## config.mk

```make
export PLATFORM = sky130hd
export DESIGN_NAME = forward_unit
export DESIGN_NICKNAME = d
export VERILOG_FILES = /design/src/rtl/forward_pkg.sv /design/src/rtl/fwd_port_sel.sv /design/src/rtl/forward_unit.sv
export SDC_FILE = /design/constraint.sdc
export NUM_CORES = 1
export LEC_CHECK = 0
export BUFFER_PORTS_ARGS = -buffer_cell sky130_fd_sc_hd__buf_2
export CORE_AREA = 2 2 221 223
export CTS_CLUSTER_DIAMETER = 60
export DETAILED_ROUTE_END_ITERATION = 8
export DIE_AREA = 0 0 223 225
export GPL_TIMING_DRIVEN = 0
export PLACE_DENSITY_LB_ADDON = 0.25
export SLEW_MARGIN = 0
export SYNTH_ARGS = -nofsm -noshare
export SYNTH_HDL_FRONTEND = slang
export SYNTH_SLANG_ARGS = --single-unit
export TNS_END_PERCENT = 20
```

## constraint.sdc

```tcl
create_clock -name clk -period 2 [get_ports clk]
set_input_delay 0.3 -clock clk [delete_from_list [all_inputs] [get_ports clk]]
set_output_delay 0.3 -clock clk [all_outputs]
set_load 0.02 [all_outputs]
```

## src/rtl/forward_pkg.sv

```systemverilog
// ---------------------------------------------------------------------------
// forward_pkg
// Shared definitions for the operand forwarding unit.
//   - default parameter constants for forward_unit
//   - fwd_src_t: which producer supplied a forwarded operand
//   - bit positions of the per-port decoded match vector handed to
//     fwd_port_sel
// Optional feature macro used by the files importing this package:
//   FORWARD_UNIT_WB_BYPASS_EN  (enables the WB-stage bypass source)
// ---------------------------------------------------------------------------
package forward_pkg;

  localparam int DEFAULT_DATA_WIDTH = 64;
  localparam int DEFAULT_REG_NUM    = 32;
  localparam int DEFAULT_NUM_RS     = 2;
  localparam int DEFAULT_MAX_OUT    = 4;

  typedef enum logic [2:0] {
    ZERO,
    EX,
    MM,
    MEM,
    WB,
    FILE
  } fwd_src_t;

  // Match vector layout, listed in forwarding priority order
  localparam int HIT_ZERO = 0;
  localparam int HIT_EX   = 1;
  localparam int HIT_MM   = 2;
  localparam int HIT_MEM  = 3;
  localparam int HIT_WB   = 4;
  localparam int NUM_HITS = 5;

endpackage

```

## src/rtl/fwd_port_sel.sv

```systemverilog
// ---------------------------------------------------------------------------
// fwd_port_sel
// Priority multiplexer for one source-operand read port. The caller decodes
// which producers match the port's register; this block picks the first
// match in priority order (zero register, EX, MM, memory response, WB) and
// falls back to the register-file read data.
// Ports:
//   hit        in   NUM_HITS    decoded match vector (bit layout in forward_pkg)
//   ex_data    in   DATA_WIDTH  EX-stage ALU result
//   mm_data    in   DATA_WIDTH  MM-stage ALU result
//   mem_data   in   DATA_WIDTH  load data returning from memory
//   wb_data    in   DATA_WIDTH  WB-stage result
//   file_data  in   DATA_WIDTH  register-file read data
//   data       out  DATA_WIDTH  selected operand
//   src        out  fwd_src_t   which source was selected
// ---------------------------------------------------------------------------
module fwd_port_sel
  import forward_pkg::*;
#(
  parameter int DATA_WIDTH = DEFAULT_DATA_WIDTH
) (
  input  logic [NUM_HITS-1:0]   hit,
  input  logic [DATA_WIDTH-1:0] ex_data,
  input  logic [DATA_WIDTH-1:0] mm_data,
  input  logic [DATA_WIDTH-1:0] mem_data,
  input  logic [DATA_WIDTH-1:0] wb_data,
  input  logic [DATA_WIDTH-1:0] file_data,
  output logic [DATA_WIDTH-1:0] data,
  output fwd_src_t              src
);

  // First match wins; the youngest producer has the freshest value, and the
  // zero register always reads as zero regardless of what targets it.
  always_comb begin
    data = file_data;
    src  = FILE;
    if (hit[HIT_ZERO]) begin
      data = '0;
      src  = ZERO;
    end else if (hit[HIT_EX]) begin
      data = ex_data;
      src  = EX;
    end else if (hit[HIT_MM]) begin
      data = mm_data;
      src  = MM;
    end else if (hit[HIT_MEM]) begin
      data = mem_data;
      src  = MEM;
    end else if (hit[HIT_WB]) begin
      data = wb_data;
      src  = WB;
    end
  end

endmodule

```

## src/rtl/forward_unit.sv

```systemverilog
// ---------------------------------------------------------------------------
// forward_unit
// Operand forwarding and load scoreboard for an in-order pipeline.
// Each read port takes its operand from the youngest matching producer or
// the register file; a busy bit per register tracks loads still in flight,
// and decode is stalled when an operand depends on an unreturned load or on
// a load currently in EX (load-use).
// Optional feature:
//   FORWARD_UNIT_WB_BYPASS_EN  defined -> WB stage is a forwarding source;
//                              undefined -> wb_* ignored, register file is
//                              assumed write-before-read.
// Ports:
//   clk, rst                        clock, synchronous active-high reset
//   rs_idx, rs_used, file_data      per-port source index, live flag, RF data
//   ex_wr_en/ex_is_load/ex_rd/ex_data   EX-stage producer
//   mm_wr_en/mm_rd/mm_data          MM-stage ALU producer
//   wb_wr_en/wb_rd/wb_data          WB-stage producer
//   ld_issue_valid/ld_issue_rd      load issued to memory
//   ld_issue_ready                  a load may be accepted
//   mem_resp_valid/mem_resp_rd/mem_resp_data   load data return
//   rs_data                         forwarded operand per port
//   stall                           hold decode this cycle
//   out_cnt                         outstanding load count
//   resp_err                        sticky: response with no load outstanding
// Multi-port buses are flattened, port p occupying slice [p*W +: W].
// ---------------------------------------------------------------------------
module forward_unit
  import forward_pkg::*;
#(
  parameter int DATA_WIDTH = DEFAULT_DATA_WIDTH,
  parameter int REG_NUM    = DEFAULT_REG_NUM,
  parameter int NUM_RS     = DEFAULT_NUM_RS,
  parameter int MAX_OUT    = DEFAULT_MAX_OUT,
  localparam int RW        = $clog2(REG_NUM),
  localparam int CW        = $clog2(MAX_OUT + 1)
) (
  input  logic                         clk,
  input  logic                         rst,
  input  logic [NUM_RS*RW-1:0]         rs_idx,
  input  logic [NUM_RS-1:0]            rs_used,
  input  logic [NUM_RS*DATA_WIDTH-1:0] file_data,
  input  logic                         ex_wr_en,
  input  logic                         ex_is_load,
  input  logic [RW-1:0]                ex_rd,
  input  logic [DATA_WIDTH-1:0]        ex_data,
  input  logic                         mm_wr_en,
  input  logic [RW-1:0]                mm_rd,
  input  logic [DATA_WIDTH-1:0]        mm_data,
  input  logic                         wb_wr_en,
  input  logic [RW-1:0]                wb_rd,
  input  logic [DATA_WIDTH-1:0]        wb_data,
  input  logic                         ld_issue_valid,
  input  logic [RW-1:0]                ld_issue_rd,
  output logic                         ld_issue_ready,
  input  logic                         mem_resp_valid,
  input  logic [RW-1:0]                mem_resp_rd,
  input  logic [DATA_WIDTH-1:0]        mem_resp_data,
  output logic [NUM_RS*DATA_WIDTH-1:0] rs_data,
  output logic                         stall,
  output logic [CW-1:0]                out_cnt,
  output logic                         resp_err
);

  logic [REG_NUM-1:0]    busy_q;
  logic [REG_NUM-1:0]    busy_d;
  logic [CW-1:0]         cnt_d;
  logic                  err_d;
  logic                  issue_acc;
  logic [NUM_RS-1:0]     port_stall;
  logic [DATA_WIDTH-1:0] wb_fwd_data;

`ifdef FORWARD_UNIT_WB_BYPASS_EN
  assign wb_fwd_data = wb_data;
`else
  // WB inputs have no effect in this build; fold them into a sink net.
  logic unused_wb;
  assign unused_wb   = ^{wb_wr_en, wb_rd, wb_data};
  assign wb_fwd_data = '0;
`endif

  assign ld_issue_ready = (out_cnt < CW'(MAX_OUT));
  assign issue_acc      = ld_issue_valid & ld_issue_ready;

  // Per-port match decode, operand selection and stall detection
  for (genvar p = 0; p < NUM_RS; p++) begin : g_port
    logic [RW-1:0]       rs;
    logic [NUM_HITS-1:0] hit;
    logic                load_use;
    fwd_src_t            src;
    logic                unused_src;

    assign rs            = rs_idx[p*RW +: RW];
    assign hit[HIT_ZERO] = (rs == '0);
    assign hit[HIT_EX]   = ex_wr_en & ~ex_is_load & (ex_rd == rs);
    assign hit[HIT_MM]   = mm_wr_en & (mm_rd == rs);
    assign hit[HIT_MEM]  = mem_resp_valid & (mem_resp_rd == rs);
`ifdef FORWARD_UNIT_WB_BYPASS_EN
    assign hit[HIT_WB]   = wb_wr_en & (wb_rd == rs);
`else
    assign hit[HIT_WB]   = 1'b0;
`endif
    assign load_use      = ex_wr_en & ex_is_load & (ex_rd == rs);

    fwd_port_sel #(
      .DATA_WIDTH (DATA_WIDTH)
    ) u_sel (
      .hit       (hit),
      .ex_data   (ex_data),
      .mm_data   (mm_data),
      .mem_data  (mem_resp_data),
      .wb_data   (wb_fwd_data),
      .file_data (file_data[p*DATA_WIDTH +: DATA_WIDTH]),
      .data      (rs_data[p*DATA_WIDTH +: DATA_WIDTH]),
      .src       (src)
    );

    // The selected source is debug visibility only.
    assign unused_src = ^src;

    // A busy register whose load data is returning this very cycle is
    // forwarded from the response instead of stalling.
    assign port_stall[p] = rs_used[p] & ~hit[HIT_ZERO] &
                           ((busy_q[rs] & ~hit[HIT_MEM]) | load_use);
  end

  assign stall = |port_stall;

  // Scoreboard next state: clear on response, then set on accepted issue so
  // that a same-register set/clear collision leaves the register busy.
  always_comb begin
    busy_d = busy_q;
    if (mem_resp_valid) begin
      busy_d[mem_resp_rd] = 1'b0;
    end
    if (issue_acc && (ld_issue_rd != '0)) begin
      busy_d[ld_issue_rd] = 1'b1;
    end
    busy_d[0] = 1'b0;
  end

  // Outstanding count: issue and response in the same cycle cancel; a
  // response with nothing outstanding is flagged instead of underflowing.
  always_comb begin
    cnt_d = out_cnt;
    err_d = resp_err;
    if (issue_acc && !mem_resp_valid) begin
      cnt_d = out_cnt + CW'(1);
    end else if (!issue_acc && mem_resp_valid) begin
      if (out_cnt == '0) begin
        err_d = 1'b1;
      end else begin
        cnt_d = out_cnt - CW'(1);
      end
    end
  end

  always_ff @(posedge clk) begin
    if (rst) begin
      busy_q   <= '0;
      out_cnt  <= '0;
      resp_err <= 1'b0;
    end else begin
      busy_q   <= busy_d;
      out_cnt  <= cnt_d;
      resp_err <= err_d;
    end
  end

endmodule

```

==> run summary <==
unrepaired setup endpoints after global routing: yes
largest area contributor in the netlist: dfxtp_1
Root Buffer Master: clkbuf_16
layout cells sized above 1: 51.7%
worst hold stages: 2
Vias per Instance: 4.97
Synth top area share: 10.1%
Tot Pwr: 4.42 mW
setup TNS: -53.40 ns
final hold slack: 0.390 ns
Seq pwr share: 17.8%
crit share post-route: 129%
Logic pwr share: 65.2%
Final WS setup: -0.574 ns
Final Core Density: 26.9%
TritonCTS clock tree: built
DRC viols: 0
number of I/O port buffers: 480
failing checks: negative setup slack
Startpoint Class: primary input
clock latency at the later pin of the worst-skew pair: 0.28 ns
wl on met1: 22.9 mm
Worst path top cell family by delay: buffers and inverters
post-placement worst setup slack: -1.54 ns
Max Used Layer: met5
clk slew on worst S/H paths: 0.05 ns
met2 wire len: 26.2 mm
Final min period: 2.57 ns
Worst setup EP type: output port
flops & latches, synth: 35
total stage count of the critical path: 10
global-route wire length before repair: 73.7 mm
cell count after synthesis: 1050
chip width: 223 µm
grt total ovfl: 0
Mapped Area: 0.00695 mm²
Sw Pwr: 1.93 mW
Critical Path RT: 1.70 ns
drt initial violations: 693
io pins: 563
gp weighted congestion: 0.889
Clock Skew: 0.00150 ns
Lkg Pwr: 5.74 nW
worst path arrival time: 2.27 ns
fin. max-slew vios: 0
clock sink count: 35
Post-DRT Antenna Nets: 0
max_cap viols: 0
worst rel slew slack: 48.7%
post-place instance area: 0.0104 mm²
CP most frequent cell: buf_12
design area: 0.0128 mm²
synth top area cells: dfxtp_1, nand3_1, a32o_1, o32ai_1, a211oi_1
metal3 WL: 2.93 mm
Global Route Usage Sum: 19.5%
WS Path Type: in2out
worst r2r src: out_cnt[2]$_SDFFE_PP0P_
CTS max path bufs: 2
Syn. warnings: 0
initial antenna violation count: 10
Yosys cell types: 48
CTS Hold Bufs: 0
largest net degree at the start of global routing: 11
Min-Delay Path Class: in2reg
sequential area share after synthesis: 10.1%
starting density of the core: 14.6%
Int Pwr: 2.49 mW
critical path fanouts, max: 6
slowest CP cell: nor4_4
Sw Share: 43.7%
core area: 0.0475 mm²
power per cell area: 346 mW/mm²
Clock power frac: 17.0%
Initial DRT Pass Iterations: 5
f_max: 389 MHz
drt wl/cell: 24.3 µm
DRT Wirelength: 53.5 mm
dpl cells: 2146
endpoints failing setup: 129
vias in the first global route: 11100
Die ar.: 0.0502 mm²
Non-Filler Instances: 2204
Layout area overhead: 83.9%
worst vdd ir: 0.453 mV
row count: 80
Avg Cell Area, Syn: 6.62 µm²
vias post-DR: 10900
crit path cell chain: buf_12, xor2_4, nor4_4, nand3_4, buf_12, buf_16, clkbuf_16, or2_0, a32o_1, buf_2
CP Buf/Inv Count: 5
syn_nets: 1482
total CTS buffers: 5
detailed placement HPWL: 40.0 mm
final hold violations: 0
Die H: 225 µm
origin of the worst setup path: mm_rd[2]
crit-path max cell delay: 0.33 ns
fin nets: 2014
status: finished with violations
Hold Startpoint: rst
H-tree depth: 2
R2R cell count: 8
Slew @ Worst Pin: 0.766 ns
final cells by class:
| class | instances | area [µm²] |
|---|---|---|
| Clock inverter | 1 | 5.00 |
| Tap cell | 615 | 769 |
| Buffer | 124 | 1260 |
| Inverter | 68 | 255 |
| Timing Repair Buffer | 525 | 3310 |
| Clock buffer | 7 | 133 |
| Fill cell | 5334 | 34800 |
| Multi-Input combinational cell | 823 | 6320 |
| Antenna cell | 6 | 15.0 |
| Sequential cell | 35 | 709 |
cells in the final DEF (no fill, tap or decap), types with 4 or more instances in the layout:
master     synthesis  final
o32ai_2            0     36
clkbuf_16          0     15
clkbuf_4           1     11
and3_1            66     50
buf_4              2    110
buf_6              7     62
clkbuf_1          57     10
clkbuf_2           0      7
nor2_2             1      7
xnor2_2            0      4
buf_8              1     15
mux2i_1           10     10
a32o_2             0     22
nand3_1          135    127
nand3b_1           8      8
xnor2_1           23     19
nand3_2            0      7
diode_2            0      6
a32o_1            64     42
a211oi_1          65     32
inv_1             68     67
xor2_4             0      4
buf_2             37    405
mux4_2            10     10
or2_0             58     57
a211oi_2           0     31
dfxtp_1           35     28
dfxtp_2            0      7
buf_12             0     15
o32ai_1           64     25
nor3_1             8      5
nor2_1            76     67
or2_1              9     10
a21oi_1           34     34
nand2_1           47     46
o21ai_0           95     88
clkbuf_8           0      5
o21ai_1            0      7
and3_4             0     16
cell usage after synthesis, drive strengths merged:
master and number:
nand2 47, nor3 8, nor2 77, a211oi 65, o21ai 95, nor4 5
dfxtp 35, mux4 13, or3 3, or2 68, mux2 2, buf 66
or3b 1, fa 1, and2 1, clkbuf 58, xor2 9, and3 66
nor2b 3, a32o 64, ha 2, xnor2 23, mux2i 10, o311a 1
inv 68, nand4b 1, and4 1, nand3b 8, nand3 135, nand4 2
nand2b 2, o41ai 2, o32ai 64, nor3b 4, o211ai 3, a311oi 1
a21oi 34, and3b 2
kinds of logic (layout without fill, tap and decap cells):
family,count (synthesis),count (layout),share of synthesized area (%)
XOR/XNOR,32,32,4.03
other,0,6,0
buffers and inverters,192,725,12.1
AO/OA/AOI/OAI,329,329,34.5
AND/OR/NAND/NOR,434,434,32.5
flip-flops,35,35,10.1
adder cells (fa/ha/maj),3,3,0.648
multiplexers,25,25,6.14
per-layer routing:
metal | global-route usage [%] | vias up
li1 | - | 5003
met1 | 24.8 | 5368
met2 | 34.1 | 493
met3 | 3.05 | 79
met4 | 5.76 | 6
met5 | 0 | -
power groups by stage:
stage               logic (mW)  registers (mW)  clock network, mW
floorplan                 1.30           0.826                  0
global placement          2.41           0.798                  0
detailed placement        2.42           0.801                  0
CTS                       2.68           0.787              0.759
global route              3.06           0.795              0.786
finish                    2.88           0.787              0.750
state kept, by name, summed over array words and instances (netlist names):
name	flops
resp_err	1
busy_q	31
out_cnt	3
final timing paths:
path	endpoint	slack, ns
max	rs_data[109]	-0.57
min	busy_q[16]$_SDFF_PP0_	0.39
max reg2reg	out_cnt[2]$_SDFFE_PP0P_	0.22
min reg2reg	resp_err$_SDFFE_PP0P_	0.47
repair_timing:
action	4_1_cts	5_1_grt
endpoints found under the setup margin	144	131
pin swaps	20	36
gates cloned	6	8
setup buffers	19	12
gates resized for setup	309	233
(Power assumes the default switching activity.)
